## config.mk

```make
export PLATFORM = sky130hd
export DESIGN_NAME = scatter_sequencer
export DESIGN_NICKNAME = d
export VERILOG_FILES = /design/src/rtl/scatter_sequencer_pkg.sv /design/src/rtl/scatter_sequencer_valid_delay.sv /design/src/rtl/scatter_sequencer.sv
export SDC_FILE = /design/constraint.sdc
export NUM_CORES = 1
export LEC_CHECK = 0
export BUFFER_PORTS_ARGS = -buffer_cell sky130_fd_sc_hd__buf_2
export CORE_UTILIZATION = 40
export CTS_BUF_LIST = sky130_fd_sc_hd__clkbuf_8
export CTS_CLUSTER_SIZE = 14
export DETAILED_ROUTE_END_ITERATION = 8
export PLACE_DENSITY = 0.66
export REMOVE_ABC_BUFFERS = 1
export SYNTH_ARGS = -nofsm -noshare
export SYNTH_HDL_FRONTEND = slang
export SYNTH_HIERARCHICAL = 1
export SYNTH_SLANG_ARGS = --single-unit
export TNS_END_PERCENT = 10
```

## constraint.sdc

```tcl
create_clock -name clk -period 3.6 [get_ports clk]
set_clock_uncertainty 0.2 [all_clocks]
set_input_delay 0.18 -clock clk [delete_from_list [all_inputs] [get_ports clk]]
set_output_delay 0.18 -clock clk [all_outputs]
set_load 0.02 [all_outputs]
```

## src/rtl/scatter_sequencer_pkg.sv

```systemverilog
// Shared definitions for the scatter/solve loop: step select encoding,
// sequencer states and the pipeline depths the scatterer also depends on.
package scatter_sequencer_pkg;

    // Step select seen by the scatterer.
    typedef enum logic [1:0] {
        STEP_IDLE    = 2'd0,
        STEP_SCATTER = 2'd1,
        STEP_SOLVE   = 2'd2
    } step_t;

    // Sequencer phases.
    typedef enum logic [2:0] {
        S_IDLE,
        S_SCATTER,
        S_DRAIN,
        S_SOLVE,
        S_SOLVE_DRAIN,
        S_SWAP
    } seq_state_t;

    // Cycles from the last scatter strobe until its accumulator write is in BRAM.
    localparam int DRAIN_CYCLES_DEFAULT = 8;
    // Cycles from an accepted grid-read request to valid charge_out.
    localparam int SOLVE_LAT_DEFAULT    = 7;

    function automatic int max_int(input int a, input int b);
        return (a > b) ? a : b;
    endfunction

endpackage

```

## src/rtl/scatter_sequencer_valid_delay.sv

```systemverilog
// Fixed-depth valid shift register: valid_o follows valid_i after DEPTH cycles.
module scatter_sequencer_valid_delay #(
    parameter int DEPTH = 7
) (
    input  logic clk,
    input  logic rst_n,
    input  logic valid_i,
    output logic valid_o
);

    logic [DEPTH-1:0] shreg_q;

    // Shift one stage per cycle; reset discards every in-flight valid.
    // NOTE: unlike a data RAM, this valid pipe must be reset, otherwise stale
    // bits would emerge as phantom responses after a mid-iteration reset.
    always_ff @(posedge clk or negedge rst_n) begin
        if (!rst_n) begin
            shreg_q <= '0;
        end else begin
            shreg_q[0] <= valid_i;
            for (int i = 1; i < DEPTH; i++) begin
                shreg_q[i] <= shreg_q[i-1];
            end
        end
    end

    assign valid_o = shreg_q[DEPTH-1];

endmodule

```

## src/rtl/scatter_sequencer.sv

```systemverilog
// Phase controller for the scatter/solve loop: SCATTER -> DRAIN -> SOLVE ->
// SOLVE_DRAIN -> SWAP. Gates pusher particles and solver requests, delays
// solver response valids by the grid read latency, and counts iterations.
module scatter_sequencer
    import scatter_sequencer_pkg::*;
#(
    parameter int NUM_PARTICLES = 4096,
    parameter int PCNT_W        = 16,
    parameter int DRAIN_CYCLES  = DRAIN_CYCLES_DEFAULT,
    parameter int SOLVE_LAT     = SOLVE_LAT_DEFAULT
) (
    input  logic        clk,
    input  logic        rst_n,
    input  logic        start,
    output logic        busy,
    output step_t       step,
    input  logic        p_valid,
    input  logic        p_last,
    output logic        p_ready,
    output logic        valid_scatter,
    input  logic        s_req_valid,
    input  logic        s_req_last,
    output logic        s_req_ready,
    output logic        valid_req,
    output logic        s_resp_valid,
    output logic        swap_banks,
    output logic        iter_done,
    output logic [15:0] iter_count,
    output logic        count_err
);

    // One down-counter serves both drain phases, so size it for the longer one.
    localparam int DCNT_MAX = max_int(DRAIN_CYCLES, SOLVE_LAT);
    localparam int DCNT_W   = (DCNT_MAX > 1) ? $clog2(DCNT_MAX) : 1;

    seq_state_t        state_q;
    step_t             step_q;
    logic              busy_q;
    logic              p_ready_q;
    logic              s_req_ready_q;
    logic              swap_q;
    logic              done_q;
    logic [15:0]       iter_count_q;
    logic              count_err_q;
    logic [PCNT_W-1:0] pcnt_q;
    logic [DCNT_W-1:0] dcnt_q;

    logic p_accept;
    logic req_accept;
    logic pcnt_at_end;

    assign p_accept    = p_valid & p_ready_q;
    assign req_accept  = s_req_valid & s_req_ready_q;
    assign pcnt_at_end = (pcnt_q == PCNT_W'(NUM_PARTICLES - 1));

    // Phase FSM; every output it drives is registered alongside the state.
    // NOTE: non-blocking assignments throughout, so every branch reads the
    // pre-edge values of state and counters regardless of statement order.
    always_ff @(posedge clk or negedge rst_n) begin
        if (!rst_n) begin
            state_q       <= S_IDLE;
            step_q        <= STEP_IDLE;
            busy_q        <= 1'b0;
            p_ready_q     <= 1'b0;
            s_req_ready_q <= 1'b0;
            swap_q        <= 1'b0;
            done_q        <= 1'b0;
            iter_count_q  <= '0;
            count_err_q   <= 1'b0;
            pcnt_q        <= '0;
            dcnt_q        <= '0;
        end else begin
            swap_q <= 1'b0;
            done_q <= 1'b0;
            case (state_q)
                S_IDLE: begin
                    if (start) begin
                        state_q   <= S_SCATTER;
                        step_q    <= STEP_SCATTER;
                        busy_q    <= 1'b1;
                        p_ready_q <= 1'b1;
                        pcnt_q    <= '0;
                    end
                end
                S_SCATTER: begin
                    if (p_accept) begin
                        pcnt_q <= pcnt_q + PCNT_W'(1);
                        // Either end marker closes the phase; disagreement is flagged.
                        if (p_last || pcnt_at_end) begin
                            state_q   <= S_DRAIN;
                            p_ready_q <= 1'b0;
                            dcnt_q    <= DCNT_W'(DRAIN_CYCLES - 1);
                            if (p_last != pcnt_at_end) begin
                                count_err_q <= 1'b1;
                            end
                        end
                    end
                end
                S_DRAIN: begin
                    if (dcnt_q == '0) begin
                        state_q       <= S_SOLVE;
                        step_q        <= STEP_SOLVE;
                        s_req_ready_q <= 1'b1;
                    end else begin
                        dcnt_q <= dcnt_q - DCNT_W'(1);
                    end
                end
                S_SOLVE: begin
                    if (req_accept && s_req_last) begin
                        state_q       <= S_SOLVE_DRAIN;
                        s_req_ready_q <= 1'b0;
                        dcnt_q        <= DCNT_W'(SOLVE_LAT - 1);
                    end
                end
                S_SOLVE_DRAIN: begin
                    if (dcnt_q == '0) begin
                        state_q      <= S_SWAP;
                        swap_q       <= 1'b1;
                        done_q       <= 1'b1;
                        iter_count_q <= iter_count_q + 16'd1;
                    end else begin
                        dcnt_q <= dcnt_q - DCNT_W'(1);
                    end
                end
                S_SWAP: begin
                    state_q <= S_IDLE;
                    step_q  <= STEP_IDLE;
                    busy_q  <= 1'b0;
                end
                default: begin
                    state_q       <= S_IDLE;
                    step_q        <= STEP_IDLE;
                    busy_q        <= 1'b0;
                    p_ready_q     <= 1'b0;
                    s_req_ready_q <= 1'b0;
                end
            endcase
        end
    end

    // Response valids trail accepted requests by the grid read latency.
    scatter_sequencer_valid_delay #(
        .DEPTH (SOLVE_LAT)
    ) u_resp_delay (
        .clk     (clk),
        .rst_n   (rst_n),
        .valid_i (req_accept),
        .valid_o (s_resp_valid)
    );

    assign busy          = busy_q;
    assign step          = step_q;
    assign p_ready       = p_ready_q;
    assign valid_scatter = p_accept;
    assign s_req_ready   = s_req_ready_q;
    assign valid_req     = req_accept;
    assign swap_banks    = swap_q;
    assign iter_done     = done_q;
    assign iter_count    = iter_count_q;
    assign count_err     = count_err_q;

endmodule

```

==> flow_metrics.tcl, run 1 <==
set metrics [dict create \
    p_total_mw 1.572 \
    drc 0 \
    cp.arrival_ns 3.18 \
    rows 28 \
    diodes 0 \
    r2r_start "pcnt_q[0]" \
    synth-async-reset-ratio 1.000 \
    avgSynthCellArea_um2 10.34 \
    path_cells "ha_1, or4b_2, or4_1, ha_1, nand4b_1, nor3_1, a221oi_1, a211o_1" \
    syn_inst 247 \
    cts-root-buf "clkbuf_8" \
    ys_seq_area_frac 0.5093 \
    die_h_um 81.92 \
    grt_max_degree 28 \
    rr_worst_depth 8 \
    fin_cells 356 \
    maxSlewViolCount 0 \
    ys_types 49 \
    grt_usage 0.1609 \
    holdCritPathClass "input pin to register" \
    yosysWarningCount 6 \
    cp_slowest_cell "or4b_2" \
    grt_pass1_wl_um 8148 \
    place_area_um2 2755 \
    synth_top_area_cell "dfrtp_1" \
    finalNetCount 292 \
    setup.worst_path.class "register to register" \
    dr_total_vias 1900 \
    synth_area_leaders "dfrtp_1 (51%), xor2_1 (5.5%), o21ai_0 (2.9%), nand2_1 (2.5%), ha_1 (2.4%)" \
    ff2ff_setup_slack_ns 0.42 \
    relSlewSlack 0.5039 \
    slowest_delay_ns 0.58 \
    r2r-end "dcnt_q[0]" \
    worstHoldStart "p_last" \
    overflow 0 \
    power_density_nw_per_um2 545.6 \
    die_area_um2 6711 \
    clock_latency_ns 0.32 \
    clkTransAtPathRegs_ns 0.10 \
    layout-drive-gt1-share 0.1886 \
    tightest_slew_ns 0.7437 \
    netlist.area_leader.share 0.5093 \
    antenna_found_initial 0 \
    status "completed" \
    cts_buffer_depth 2 \
    yosysMostFrequentCell "dfrtp_1" \
    hold_depth 4 \
    cp.buffers_inverters 0 \
    p_leak_nw 1.384 \
    fmax_mhz 315.0 \
    cp_max_fo 4 \
    cts_tree "yes" \
    finalCriticalPeriod_ns 3.175 \
    cts_buffers 5 \
    routed_via_density 5.337 \
    grt_pass1_vias 1704 \
    first_iter_violations 83 \
    ioPinCount 34 \
    placedCellCount 345 \
    portBuffers 33 \
    core-area_um2 6026 \
    hold_viol_final 0 \
    holdPathEnd "count_err" \
    die_w_um 81.92 \
    vdd_ir_drop_max_v 0.0003197 \
    wire_per_inst_um 13.84 \
    yosys_register_bits 52 \
    tns_ns 0 \
    fin_util 0.4782 \
    cpLargestDelayFamily "simple AND/OR/NAND/NOR gates" \
    post-dp-hpwl_um 3380 \
    cp-start-kind "register" \
    report.final.setup_viol 0 \
    synth_edf_count 0 \
    netlist_area_um2 2555 \
    required_ns 3.60 \
    area_growth_pct 12.78 \
    synthFlopType "dfrtp_1" \
    stdcell_area_um2 2882 \
    nFillCells 588 \
    cts_sinks 52 \
    cp_common_cell "ha_1" \
    initial_core_util 0.4240 \
    drv_cap 0 \
    period_share 0.8820 \
    rsz0062_at_grt "no" \
    antenna_left 0 \
    htree_levels 2 \
    drt-total-wl_um 4927 \
    gp_congestion 0.7560 \
    synth_commonest_cells "dfrtp_1 (52), nand2_1 (17), xor2_1 (16)" \
    end_kind "register" \
    dr.pass1.iters 4 \
]
## report_power, final
group / internal (mW) / switching, mW / leakage, nW / total [mW]
Combinational: 0.181 / 0.238 / 0.658 / 0.418
Clock: 0.143 / 0.214 / 0.0463 / 0.357
Sequential: 0.672 / 0.125 / 0.680 / 0.796
Total: 0.995 / 0.577 / 1.38 / 1.57
## area by class of cell
class | instances | area (um2) | share of cell area
Clock inverter | 3 | 27.53 | 0.009553
Multi-Input combinational cell | 173 | 1146 | 0.3977
Inverter | 11 | 41.29 | 0.01433
Clock buffer | 5 | 68.82 | 0.02388
Sequential cell | 52 | 1301 | 0.4516
Timing Repair Buffer | 37 | 202.7 | 0.07034
Tap cell | 75 | 93.84 | 0.03257
## cell usage in the layout, fill, tap and decap left out, types with 8 or more instances in the layout
master    n
buf_2    33
xor2_1   16
nor3_1    8
nand3_1   8
nand2_1  17
o21ai_0  15
a21oi_1  12
nor2_1   15
inv_1    11
dfrtp_1  52
## repair_timing
action                                 4_1_cts  5_1_grt
hold buffers                                 3        0
endpoints found under the hold margin       28        0
resized for setup                            0        0
setup buffers                                0        0
## metal layers
| metal | routed length [um] | vias to the layer above | global-route usage |
|---|---|---|---|
| met5 | 0 | - | 0 |
| met4 | 70 | 0 | 0.06316 |
| met3 | 166 | 5 | 0.03556 |
| met2 | 2256 | 32 | 0.2421 |
| met1 | 2434 | 916 | 0.2235 |
| li1 | - | 947 | - |
## stage by stage
step                      hold WS, ns  setup slack (ns)
after floorplan               -0.3156            0.7271
after global placement        0.02764            0.5156
after detailed placement      0.03487            0.4679
after CTS                     0.05761            0.4184
after global routing          0.08087            0.2890
final                         0.06547            0.4250
## flip-flops by register name, indices dropped and copies added, names as in the netlist, 2 cells and up
name and cells:
pcnt_q 16, u_resp_delay/shreg_q 7, step 2, state_q 3
iter_count 16, dcnt_q 3
## how the worst max path moves through the flow
stage,slack (ns),depth (start not counted),startpoint,endpoint
2_1_floorplan,0.73,8,pcnt_q[0],dcnt_q[0]
3_3_place_gp,0.52,8,pcnt_q[0],dcnt_q[0]
3_5_place_dp,0.47,8,pcnt_q[0],dcnt_q[0]
4_1_cts,0.42,8,pcnt_q[0],dcnt_q[0]
5_1_grt,0.29,8,pcnt_q[0],dcnt_q[0]
6_report,0.42,8,pcnt_q[0],dcnt_q[0]
## worst min-delay path, cell delays in order
cell	delay (ns)
buf_2	0.10
inv_1	0.05
ha_1	0.12
a21o_1	0.09
## cells by family after synthesis
family                     share of synthesized area
muxes                                        0.01665
adders and majority gates                    0.02449
and+or+nand+nor                               0.2018
xor gates and xnor gates                     0.07199
AOI/OAI and AO/OA                             0.1337
buffers and inverters                        0.04211
DFF                                           0.5093
No activity file was read; power rests on OpenSTA's default activity.
==> run 2, diff against run 1 <==
--- a/config.mk
+++ b/config.mk
@@ -5,7 +5,7 @@
 export SDC_FILE = /design/constraint.sdc
 export NUM_CORES = 1
 export LEC_CHECK = 0
-export BUFFER_PORTS_ARGS = -buffer_cell sky130_fd_sc_hd__buf_2
+export BUFFER_PORTS_ARGS = -buffer_cell sky130_fd_sc_hd__buf_4
 export CORE_UTILIZATION = 40
 export CTS_BUF_LIST = sky130_fd_sc_hd__clkbuf_8
 export CTS_CLUSTER_SIZE = 14
==> run 2 against run 1 <==
Die area is the same. Register-to-register slack improved by 0.02 ns. Maximum frequency up 0.50%. Sequential power is essentially flat. Clock power down 7.8%. Cell area rose by 2.3%. Critical path type unchanged. Global-route usage up 0.98 points. Cell count shrank 0.28%. Sequential share of layout area fell by 1.0 points. Count of clock-buffer cells in the layout unchanged. Worst hold slack improved by 0.028 ns. First-iteration DRC count up 48%. Critical endpoint unchanged.
==> flow_metrics.tcl, run 2 (synthesis results as in run 1) <==
set metrics [dict create \
    initial_core_util 0.4240 \
    die_h_um 81.92 \
    postCtsResizedCells 0 \
    cts_buffer_depth 2 \
    maxSlewViolCount 0 \
    htree_levels 2 \
    ioPinCount 34 \
    hold_viol_final 0 \
    area_growth_pct 15.33 \
    power_density_nw_per_um2 532.8 \
    relSlewSlack 0.4764 \
    diodes 0 \
    finalNetCount 291 \
    layout-drive-gt1-share 0.1821 \
    cts_sinks 52 \
    report.final.setup_viol 0 \
    first_iter_violations 123 \
    routed_via_density 5.315 \
    grt_usage 0.1707 \
    holdCritPathClass "input pin to register" \
    clock_latency_ns 0.31 \
    tns_ns 0 \
    rows 28 \
    drt-total-wl_um 4915 \
    cpLargestDelayFamily "simple AND/OR/NAND/NOR gates" \
    cp.arrival_ns 3.16 \
    post_cts_buffers 0 \
    slowest_delay_ns 0.59 \
    cp-start-kind "register" \
    tightest_slew_ns 0.7849 \
    antenna_left 0 \
    dr.pass1.iters 4 \
    fin_util 0.4890 \
    nFillCells 576 \
    fin_cells 355 \
    finalCriticalPeriod_ns 3.159 \
    gp_congestion 0.7684 \
    setup.worst_path.class "register to register" \
    cp.buffers_inverters 0 \
    cp_slowest_cell "or4b_2" \
    grt_max_degree 53 \
    drc 0 \
    clkTransAtPathRegs_ns 0.09 \
    required_ns 3.60 \
    overflow 0 \
    p_leak_nw 1.394 \
    place_area_um2 2830 \
    rsz0062_at_grt "no" \
    grt_pass1_wl_um 8562 \
    cp_max_fo 4 \
    portBuffers 33 \
    dr_total_vias 1887 \
    wire_per_inst_um 13.85 \
    final_cell_mix "dfrtp_1 (52), buf_4 (33), nand2_1 (17), xor2_1 (16)" \
    die_w_um 81.92 \
    post-dp-hpwl_um 3395 \
    core-area_um2 6026 \
    fmax_mhz 316.5 \
    status "completed" \
    cts_buffers 5 \
    placedCellCount 344 \
    layout_commonest_cell "dfrtp_1" \
    cts_tree "yes" \
    die_area_um2 6711 \
    p_total_mw 1.570 \
    cts-root-buf "clkbuf_8" \
    drv_cap 0 \
    period_share 0.8775 \
    end_kind "register" \
    vdd_ir_drop_max_v 0.0003302 \
    antenna_found_initial 0 \
    path_cells "ha_1, or4b_2, or4_1, ha_1, nand4b_1, nor3_1, a221oi_1, a211o_1" \
    stdcell_area_um2 2947 \
    grt_pass1_vias 1821 \
    cp_common_cell "ha_1" \
]
==> run 2: cell types whose count changed in the layout (fill, tap and decap cells not counted), sizes merged <==
cell / change
clkinvlp: -1
inv: +1
buf: -1
==> run 2: worst reg2reg max path, delay by kind of cell, from the launching register on <==
kind | cells | cell delay, ns
and+or+nand+nor | 4 | 1.53
adders and majority gates | 2 | 0.43
DFF | 1 | 0.41
AOI/OAI and AO/OA | 2 | 0.47
==> run 2: what timing repair did <==
item | in CTS | in global routing
endpoints found under the setup margin | 0 | 0
hold buffers | 3 | 0
endpoints found under the hold margin | 54 | 0
==> run 2: layout make-up <==
type / count / area (um2) / area share
inverters: 11 / 41.29 / 0.01401
flip-flops and latches: 52 / 1301 / 0.4416
multi-input cells: 173 / 1146 / 0.3890
repair buffers: 36 / 277.8 / 0.09427
clock inverters: 3 / 17.52 / 0.005945
well taps: 75 / 93.84 / 0.03185
clock buffers: 5 / 68.82 / 0.02335
==> run 2: power breakdown <==
part	leakage [nW]	internal, mW	switching [mW]
Clock	0.0497	0.136	0.193
Combinational	0.664	0.203	0.240
Sequential	0.680	0.672	0.126
Total	1.39	1.01	0.559
==> run 2: path summary, 6_finish.rpt <==
path,start,endpoint,slack (ns),cells after the start
min in group asynchronous,rst_n,pcnt_q[2],0.23,2
hold reg to reg,u_resp_delay/shreg_q[3],u_resp_delay/shreg_q[4],0.16,0
hold / removal,start,step[1],0.09,3
max in group asynchronous,rst_n,pcnt_q[11],2.53,2
setup reg to reg,pcnt_q[0],dcnt_q[0],0.44,8
setup / recovery,pcnt_q[0],dcnt_q[0],0.44,8
==> run 2: stage by stage <==
stage                     hold slack, ns  setup WS [ns]
final                            0.09384         0.4408
after floorplan                  -0.3156         0.7271
after global routing             0.08812         0.2229
after CTS                        0.08728         0.4406
after global placement           0.05629         0.5324
after detailed placement         0.05369         0.4457
==> run 2: per-layer routing <==
metal	GRT usage	vias up	share of wire
met1	0.2389	895	0.49
met3	0.03667	8	0.037
met4	0.08596	0	0.025
met5	0	-	0
met2	0.2471	41	0.44
li1	-	943	-
==> run 3, diff against run 2 <==
--- a/config.mk
+++ b/config.mk
@@ -5,13 +5,16 @@
 export SDC_FILE = /design/constraint.sdc
 export NUM_CORES = 1
 export LEC_CHECK = 0
+export ABC_AREA = 1
 export BUFFER_PORTS_ARGS = -buffer_cell sky130_fd_sc_hd__buf_4
+export CORE_MARGIN = 1.5
 export CORE_UTILIZATION = 40
 export CTS_BUF_LIST = sky130_fd_sc_hd__clkbuf_8
 export CTS_CLUSTER_SIZE = 14
 export DETAILED_ROUTE_END_ITERATION = 8
-export PLACE_DENSITY = 0.66
+export PLACE_DENSITY = 0.65
 export REMOVE_ABC_BUFFERS = 1
+export SETUP_SLACK_MARGIN = 0.15
 export SYNTH_ARGS = -nofsm -noshare
 export SYNTH_HDL_FRONTEND = slang
 export SYNTH_HIERARCHICAL = 1
==> run 3 against run 2 <==
Critical endpoint is now iter_count[4]. Global-route usage is 0.50 points lower. Critical path depth is 1 higher. Register-to-register slack better by 0.72 ns. Critical path type unchanged. Largest cell class unchanged. Via count is 26% higher. Cell area is 9.8% higher. Sequential share of layout area is 3.9 points lower. Clock power is 6.1% higher. Worst hold slack worse by 0.066 ns. Sequential cell count stayed put.
==> flow_metrics.tcl, run 3 <==
set metrics [dict create \
    status "completed" \
    clkTransAtPathRegs_ns 0.10 \
    cp_common_cell "inv_1" \
    core-area_um2 6794 \
    yosysMostFrequentCell "nand2_1" \
    report.final.setup_viol 0 \
    diodes 0 \
    rsz0062_at_grt "no" \
    clock_latency_ns 0.31 \
    cp.arrival_ns 2.47 \
    grt_usage 0.1658 \
    rr_worst_depth 9 \
    netlist_area_um2 2813 \
    wire_per_inst_um 11.30 \
    holdPathEnd "state_q[1]" \
    end_kind "register" \
    maxSlewViolCount 0 \
    drv_cap 0 \
    grt_pass1_wl_um 10090 \
    cts-root-buf "clkbuf_8" \
    htree_levels 2 \
    portBuffers 33 \
    routed_via_density 4.777 \
    antenna_found_initial 0 \
    fin_util 0.4762 \
    path_cells "inv_1, ha_1, inv_1, nor2_1, nand3_1, inv_1, nand2_1, nor2_1, xor2_1" \
    p_leak_nw 1.661 \
    synth_area_leaders "dfrtp_1 (46%), nand2_1 (16%), nor2_1 (5.9%), inv_1 (5.3%), nand3_1 (5.2%)" \
    r2r-end "iter_count[4]" \
    fmax_mhz 410.3 \
    synth_edf_count 0 \
    ff2ff_setup_slack_ns 1.16 \
    nFillCells 695 \
    cts_sinks 52 \
    cts_buffers 5 \
    post-dp-hpwl_um 4126 \
    rows 30 \
    dr_total_vias 2374 \
    synthFlopType "dfrtp_1" \
    finalNetCount 412 \
    gp_congestion 0.8490 \
    overflow 0 \
    grt_max_degree 53 \
    yosys_register_bits 52 \
    postCtsResizedCells 0 \
    hold_viol_final 0 \
    holdCritPathClass "input pin to register" \
    tightest_slew_ns 0.6494 \
    place_area_um2 3120 \
    synth-async-reset-ratio 1.000 \
    synth_commonest_cells "nand2_1 (117), dfrtp_1 (52), nor2_1 (44)" \
    syn_inst 364 \
    cp_slowest_cell "inv_1" \
    grt_pass1_vias 2249 \
    ioPinCount 34 \
    die_area_um2 7544 \
    initial_core_util 0.4140 \
    stdcell_area_um2 3236 \
    cp_max_fo 12 \
    required_ns 3.64 \
    ys_types 30 \
    finalCriticalPeriod_ns 2.437 \
    worstHoldStart "s_req_last" \
    layout-drive-gt1-share 0.1521 \
    power_density_nw_per_um2 561.4 \
    relSlewSlack 0.5670 \
    hold_ws_ns 0.02813 \
    slowest_delay_ns 0.43 \
    netlist.area_leader.share 0.4626 \
    post_cts_buffers 0 \
    die_w_um 86.86 \
    tns_ns 0 \
    cts_buffer_depth 2 \
    die_h_um 86.86 \
    antenna_left 0 \
    avgSynthCellArea_um2 7.727 \
    final_cell_mix "nand2_1 (117), dfrtp_1 (52), nor2_1 (44), inv_1 (40), buf_4 (33)" \
    yosysWarningCount 6 \
    setup.worst_path.class "register to register" \
    area_growth_pct 15.04 \
    cp-start-kind "register" \
    synth_top_area_cell "dfrtp_1" \
    period_share 0.6770 \
    drc 0 \
    ys_seq_area_frac 0.4626 \
    cts_tree "yes" \
    vdd_ir_drop_max_v 0.0003786 \
    r2r_start "dcnt_q[0]" \
    first_iter_violations 98 \
    hold_depth 4 \
    drt-total-wl_um 5614 \
    dr.pass1.iters 4 \
    layout_commonest_cell "nand2_1" \
]
## run 3: cell types whose count changed after synthesis, sizes merged, moves of 4 or more
cell / change
nor2b: -6
or3: -6
and4: -4
xor2: -10
and3: -4
nand2: +103
inv: +32
nand3: +26
o211ai: -4
clkbuf: -4
o21ai: -6
nor2: +36
## run 3: layout make-up
type	instances	area [um2]	share of cell area
clock buffers	5	68.82	0.02127
repair buffers	35	267.8	0.08275
multi-input cells	263	1290	0.3987
inverters	43	161.4	0.04988
well taps	96	120.1	0.03712
flip-flops and latches	52	1301	0.4022
clock inverters	3	26.28	0.008121
## run 3: power by group
part	internal, mW	switching, mW
combinational	0.244	0.454
sequential	0.682	0.0877
clock	0.142	0.206
total	1.07	0.748
## run 3: logic make-up (layout without fill, tap and decap cells)
kind of cell,count (synthesis),after routing,synth area share
flip-flops,52,52,0.4626
adder cells (fa/ha/maj),5,5,0.02224
AO/OA/AOI/OAI,23,23,0.04627
XOR/XNOR,13,13,0.04048
AND/OR/NAND/NOR,222,222,0.3496
buffers and inverters,49,86,0.07873
## run 3: per-layer routing
metal,up-vias,global-route usage,share of wire
met2,42,0.2692,0.45
met1,1108,0.2282,0.50
met5,-,0,0
met4,0,0.04399,0.010
li1,1218,-,-
met3,6,0.03033,0.041
## run 3: timing repair
| item | CTS | global route |
|---|---|---|
| hold buffers | 2 | 0 |
| endpoints found under the setup margin | 0 | 0 |
| hold endpoints to repair | 53 | 0 |
## run 3: worst max-delay path, delay by kind of cell (launching register included)
kind,cells,cell delay (ns)
XOR/XNOR,1,0.17
AND/OR/NAND/NOR,4,0.88
flip-flops,1,0.40
buffers and inverters,3,0.55
adder cells (fa/ha/maj),1,0.15
## run 3: worst max-delay path by stage
stage,from,endpoint,cells past startpoint
2_1_floorplan,pcnt_q[0],dcnt_q[2],13
3_3_place_gp,dcnt_q[0],iter_count[4],9
3_5_place_dp,dcnt_q[0],iter_count[4],9
4_1_cts,dcnt_q[0],iter_count[4],9
5_1_grt,dcnt_q[0],iter_count[4],9
6_report,dcnt_q[0],iter_count[4],9
## run 3: stage by stage
step,worst slack [ns],power (mW),std cells
after global placement,1.283,1.466,487
after global routing,0.9093,1.979,497
after floorplan,1.486,1.266,358
final,1.163,1.816,497
after CTS,1.144,1.840,497
after detailed placement,1.183,1.476,487
